File: src/rtl/mult_ctrl_fsm.sv
// Control unit for the 8-bit shift-and-add accumulator multiplier.
// Sequences operand loads, N accumulate-and-shift iterations and a done pulse.
module mult_ctrl_fsm #(
  parameter int N     = 8,
  parameter int CNT_W = $clog2(N + 1)
) (
  input  logic i_clk,
  input  logic i_rst,
  input  logic i_start,
  input  logic i_valid,
  input  logic i_A_lsb,
  output logic o_ready,
  output logic load_A,
  output logic load_B,
  output logic clr_ACC_reg,
  output logic load_ACC,
  output logic sel_SUM,
  output logic shift_A_reg,
  output logic o_busy,
  output logic o_done
);

  typedef enum logic [2:0] {
    IDLE   = 3'd0,
    LOAD_A = 3'd1,
    LOAD_B = 3'd2,
    ITER   = 3'd3,
    DONE   = 3'd4
  } state_t;

  state_t state;
  logic [CNT_W-1:0] cnt;

  // The counter counts iterations remaining; a zero count in ITER is a
  // corrupted state, so bail out to IDLE rather than wrapping.
  always_ff @(posedge i_clk or posedge i_rst) begin
    if (i_rst) begin
      state <= IDLE;
      cnt   <= '0;
    end else begin
      case (state)
        IDLE: begin
          if (i_start) state <= LOAD_A;
        end
        LOAD_A: begin
          if (i_valid) state <= LOAD_B;
        end
        LOAD_B: begin
          if (i_valid) begin
            state <= ITER;
            cnt   <= CNT_W'(N);
          end
        end
        ITER: begin
          if (cnt == '0) begin
            state <= IDLE;
          end else begin
            cnt <= cnt - CNT_W'(1);
            if (cnt == CNT_W'(1)) state <= DONE;
          end
        end
        DONE: begin
          state <= IDLE;
        end
        default: begin
          state <= IDLE;
        end
      endcase
    end
  end

  // Outputs are Mealy: load strobes follow i_valid and the add/pass select
  // follows the live multiplicand LSB in the same cycle.
  always_comb begin
    o_ready     = 1'b0;
    load_A      = 1'b0;
    load_B      = 1'b0;
    clr_ACC_reg = 1'b0;
    load_ACC    = 1'b0;
    sel_SUM     = 1'b0;
    shift_A_reg = 1'b0;
    o_busy      = 1'b0;
    o_done      = 1'b0;
    case (state)
      LOAD_A: begin
        o_busy      = 1'b1;
        o_ready     = 1'b1;
        clr_ACC_reg = 1'b1;
        load_A      = i_valid;
      end
      LOAD_B: begin
        o_busy  = 1'b1;
        o_ready = 1'b1;
        load_B  = i_valid;
      end
      ITER: begin
        o_busy      = 1'b1;
        load_ACC    = 1'b1;
        shift_A_reg = 1'b1;
        sel_SUM     = i_A_lsb;
      end
      DONE: begin
        o_busy = 1'b1;
        o_done = 1'b1;
      end
      default: begin
        o_busy = 1'b0;
      end
    endcase
  end

endmodule

File: config.mk
export PLATFORM = sky130hd
export DESIGN_NAME = mult_ctrl_fsm
export DESIGN_NICKNAME = d
export VERILOG_FILES = /design/src/rtl/mult_ctrl_fsm.sv
export SDC_FILE = /design/constraint.sdc
export NUM_CORES = 1
export LEC_CHECK = 0
export CORE_MARGIN = 2
export CORE_UTILIZATION = 29
export CTS_CLUSTER_SIZE = 24
export DETAILED_ROUTE_END_ITERATION = 6
export PLACE_DENSITY = 0.56
export SYNTH_ARGS = -nofsm -noshare
export SYNTH_HDL_FRONTEND = slang
export SYNTH_SLANG_ARGS = --single-unit
export TNS_END_PERCENT = 100
File: constraint.sdc
create_clock -name i_clk -period 2.5 [get_ports i_clk]
set_clock_uncertainty 0.2 [all_clocks]
set_input_delay 0.375 -clock i_clk [delete_from_list [all_inputs] [get_ports i_clk]]
set_output_delay 0.375 -clock i_clk [all_outputs]
set_load 0.05 [all_outputs]
# --- Yosys cells after proc, flatten, opt, wreduce, memory -nomap -nowiden ---
# Cells that the tools add are included.
totals:
  ram_bits: 0
  memories: 0
  in_bits: 5
  latchBits: 0
  rom_bits: 0
  ff_bits: 7
op_classes:
  div_mod_pow: 0
  magnitude_cmp: 0
  n_shift: 0
  mul: 0
  n_addsub: 1
  mux: 17
  n_eq_ne: 10
  bitwise: 0
  reduce_logical: 7
op_table:
  columns: ["operator", "count"]
  rows:
  - ["$mux W3", 5]
  - ["$pmux W3 S4", 1]
  - ["$mux W1", 8]
  - ["$mux W4", 2]
  - ["$ne A2 B2 Y1 const B", 4]
  - ["$pmux W4 S2", 1]
  - ["$eq A3 B2 Y1 const B", 2]
  - ["$eq A4 B1 Y1 const B", 1]
  - ["$logic_not A4 Y1", 1]
  - ["$reduce_and A4 Y1", 1]
  - ["$reduce_or A4 Y1", 1]
  - ["$sub A4 B1 Y4 const B", 1]
  - ["$eq A3 B1 Y1 const B", 1]
  - ["$eq A3 B3 Y1 const B", 1]
  - ["$logic_not A3 Y1", 1]
  - ["$ne A3 B3 Y1 const B", 1]
  - ["$reduce_and A3 Y1", 1]
  - ["$reduce_bool A2 Y1", 1]
  - ["$reduce_or A2 Y1", 1]

# --- Longest topological paths before layout ---
logic_depth:
  word_depth: 4
  ltp_mapped: 5

# --- Worst setup path after synthesis ---
# No wires, ideal clock.
synth_path:
  path_kind: "register to output"
  start: "reg state[1]"
  end: "out load_A"
  path_buffers: 1
  slack_ns: -0.015
  arrival_time_ns: 1.940
  stages_incl_launch_ff: 5
  path_cell_list: "dfrtp_1 buf_2 or2b_1 nor2_1 and2_1"
synth_via:
  elab_chain_len: 2
synth_lines:
  columns: ["element", "line", "text"]
  rows:
  - ["start, declared", "31", "state_t state;"]
  - ["start signal, assigned", "38", "state <= IDLE;"]
  - ["start signal, assigned", "43", "if (i_start) state <= LOAD_A;"]
  - ["start signal, assigned", "46", "if (i_valid) state <= LOAD_B;"]
  - ["$eq A3 B1 Y1", "84", "case (state)"]
  - ["$mux W1", "84", null]
  - ["end, declared", "13", "output logic load_A,"]
# Every way passes these cells.

# --- Worst setup path in the final report ---
layout_path:
  start: "in i_valid"
  end: "out load_B"
layout_via:
  elab_chain_len: 1
layout_lines:
  columns: ["element", "line", "text"]
  rows:
  - ["start, declared", "10", "input logic i_valid,"]
  - ["$mux W1", "84", null]
  - ["end, declared", "14", "output logic load_B,"]
# Every way passes these cells.

==> results.yml <==
critical_path:
  reg2reg_setup_slack_ps: 580
  crit_slowest_cell: "clkdlybuf4s50_1"
  slowest_delay_ps: 550
  r2r_cells: 5
  worstPathArrival_ps: 1530
  crit_fanout: 5
  rr_endpoint: "cnt[0]"
  path_class: "input port to output port"
  cp.buffers_inverters: 3
  startpoint_type: "input port"
  worstPathRequired_ps: 1920
  timing.rr.start: "cnt[0]"
  path_cells: "clkdlybuf4s50_1 -> nand4bb_1 -> inv_1 -> buf_12"
  worst_path_dominant_cell_family: "buffers and inverters"
  crit_path_end_kind: "output port"
floorplan:
  rows: 14
  die_area_um2: 2050
  pin_count: 14
  initial_core_util: 0.320
  die-width_um: 45.2
  die-height_um: 45.2
  core_area_um2: 1540
global_route:
  antenna_found_initial: 0
  grt_pass1_wl_mm: 1.86
  grt_max_degree: 10
  grt_use_total: 0.129
  overflow: 0
  grt_pass1_vias: 435
cells_and_area:
  antennaDiodeCount: 0
  final.fill_count: 163
  num-nets-final: 79
  seqCellArea_um2: 175
  multi_input_area_um2: 277
  drive_above_1_share: 0.171
  area_growth_pct: 35.3
  final_cells: 86
timing:
  hold_viol: 0
  fin_crit_ps: 2100
  holdWs_ps: 139
  fin_ws_ps: 397
  fin_tns_setup_ps: 0
  finalMaxSlewViolations: 0
  rsz0062_at_grt: "no"
  tightest_slew_ps: 663
  fmax_ghz: 0.476
  relSlewSlack: 0.557
  setup_viol: 0
  final.period_utilization: 0.841
placement:
  dp_hpwl_um: 779
  gp_congestion: 0.763
  placed_cells: 82
  io_buffers: 13
  pre_cts_ws_ps: 336
yosys:
  yosysTopAreaCell: "dfrtp_1"
  synthAdderAreaFrac: 0.0761
  synth_nets: 64
  synthXorXnorAreaFrac: 0.0178
  ys_warn_count: 0
  synth_edf_count: 0
  yosysSeqAreaShare: 0.355
  ys_top_cells_by_area: "dfrtp_1, ha_1, inv_1, and2_1, nand3b_4"
  netlist.area_leader.share: 0.355
  synth_cells: 56
  ys.flop_type: "dfrtp_1"
  synthSimpleGateAreaFrac: 0.297
  synth_cell_type_count: 25
  muxShareOfSynthArea: 0.0203
  ys_ff_latch: 7
  synthTopCellsByCount: "dfrtp_1, inv_1, and2_1, nor2_1"
  syn_avg_cell_area_um2: 8.80
  synth_top_family_by_area: "simple AND/OR/NAND/NOR gates"
  synth_area_um2: 493
  synthArstFlopShare: 1.00
  synth_compound_area_frac: 0.145
clocking:
  clock_sinks: 7
  postCtsSetupRepairBufs: 0
  htree_levels: 1
  cts.path.max_buffers: 2
  clk_pin_slew_ps: 50
  clock_latency_ps: 260
  cts_buffers: 3
  clock-root-buffer: "clkbuf_4"
  cts_tree: "built"
route:
  num_vias: 425
  drc_errors: 0
  drt_first_pass_iters: 2
  vias_per_cell: 4.94
  drt_iter0_markers: 1
  ant_nets: 0
  routedWlPerCell_um: 12.3
  wirelength_mm: 1.06
outcome:
  status: "complete, no violations"
min_path:
  hp-class: "input port to async pin"
flow_run:
  cap_viol_max_count: 0
how the worst max path moves through the flow:
stage               slack [ps]  endpoint  cells after the start     start
floorplan                  240    load_A                      4  state[1]
global placement           360    o_busy                      3  state[1]
detailed placement         340    o_busy                      3  state[1]
CTS                         50    o_busy                      3  state[1]
global route               300    load_B                      4   i_valid
finish                     400    load_B                      4   i_valid
cell families (layout without fill, tap and decap cells):
family | count (synthesis) | count (layout)
adder cells (fa/ha/maj) | 3 | 3
buffers and inverters | 10 | 24
XOR/XNOR | 1 | 1
AND/OR/NAND/NOR | 23 | 23
flip-flops | 7 | 7
AO/OA/AOI/OAI | 11 | 11
multiplexers | 1 | 1
through the flow:
stage           util  instance area, um^2
6_report       0.433                  667
5_1_grt        0.433                  667
4_1_cts        0.429                  662
3_5_place_dp   0.412                  636
3_3_place_gp   0.412                  636
2_1_floorplan      -                  495
registers in the layout, indices dropped and copies added (netlist names):
register and cells:
cnt 4, state 3
cell usage in the layout, fill, tap and decap left out, types with 2 or more instances in the layout:
master,count
clkdlybuf4s50_1,4
a21oi_1,2
and2_1,4
buf_12,2
dfrtp_1,7
dlymetal6s2s_1,2
o41ai_1,2
nand3_1,2
clkbuf_4,3
inv_1,7
nor2_1,3
a211oi_1,2
o21ai_0,3
ha_1,3
or3_1,2
buf_4,5
nand2_1,3
nor3b_1,2
final cells by class:
type                       count  share of cell area
multi-input combinational     39               0.415
sequential                     7               0.263
timing repair buffer          13               0.214
clock buffer                   4              0.0394
inverter                       7              0.0394
tap                           16              0.0300
what timing repair did:
action                                  in CTS  in global routing
resized for setup                            0                  2
endpoints found under the setup margin       0                  2
hold buffers                                 0                  0
hold endpoints to repair                     0                  0
per-layer routing:
| metal | up-vias | wire [um] | track usage | part of all wire |
|---|---|---|---|---|
| li1 | 218 | - | - | - |
| met1 | 197 | 469 | 0.152 | 0.44 |
| met2 | 10 | 532 | 0.214 | 0.50 |
| met3 | 0 | 59 | 0.0400 | 0.056 |
| met4 | 0 | 0 | 0.0529 | 0 |
| met5 | - | 0 | 0 | 0 |
Power is left out: the tool's default activity adds up to more than one toggle a clock period on the data nets, which glitch-free logic cannot reach.
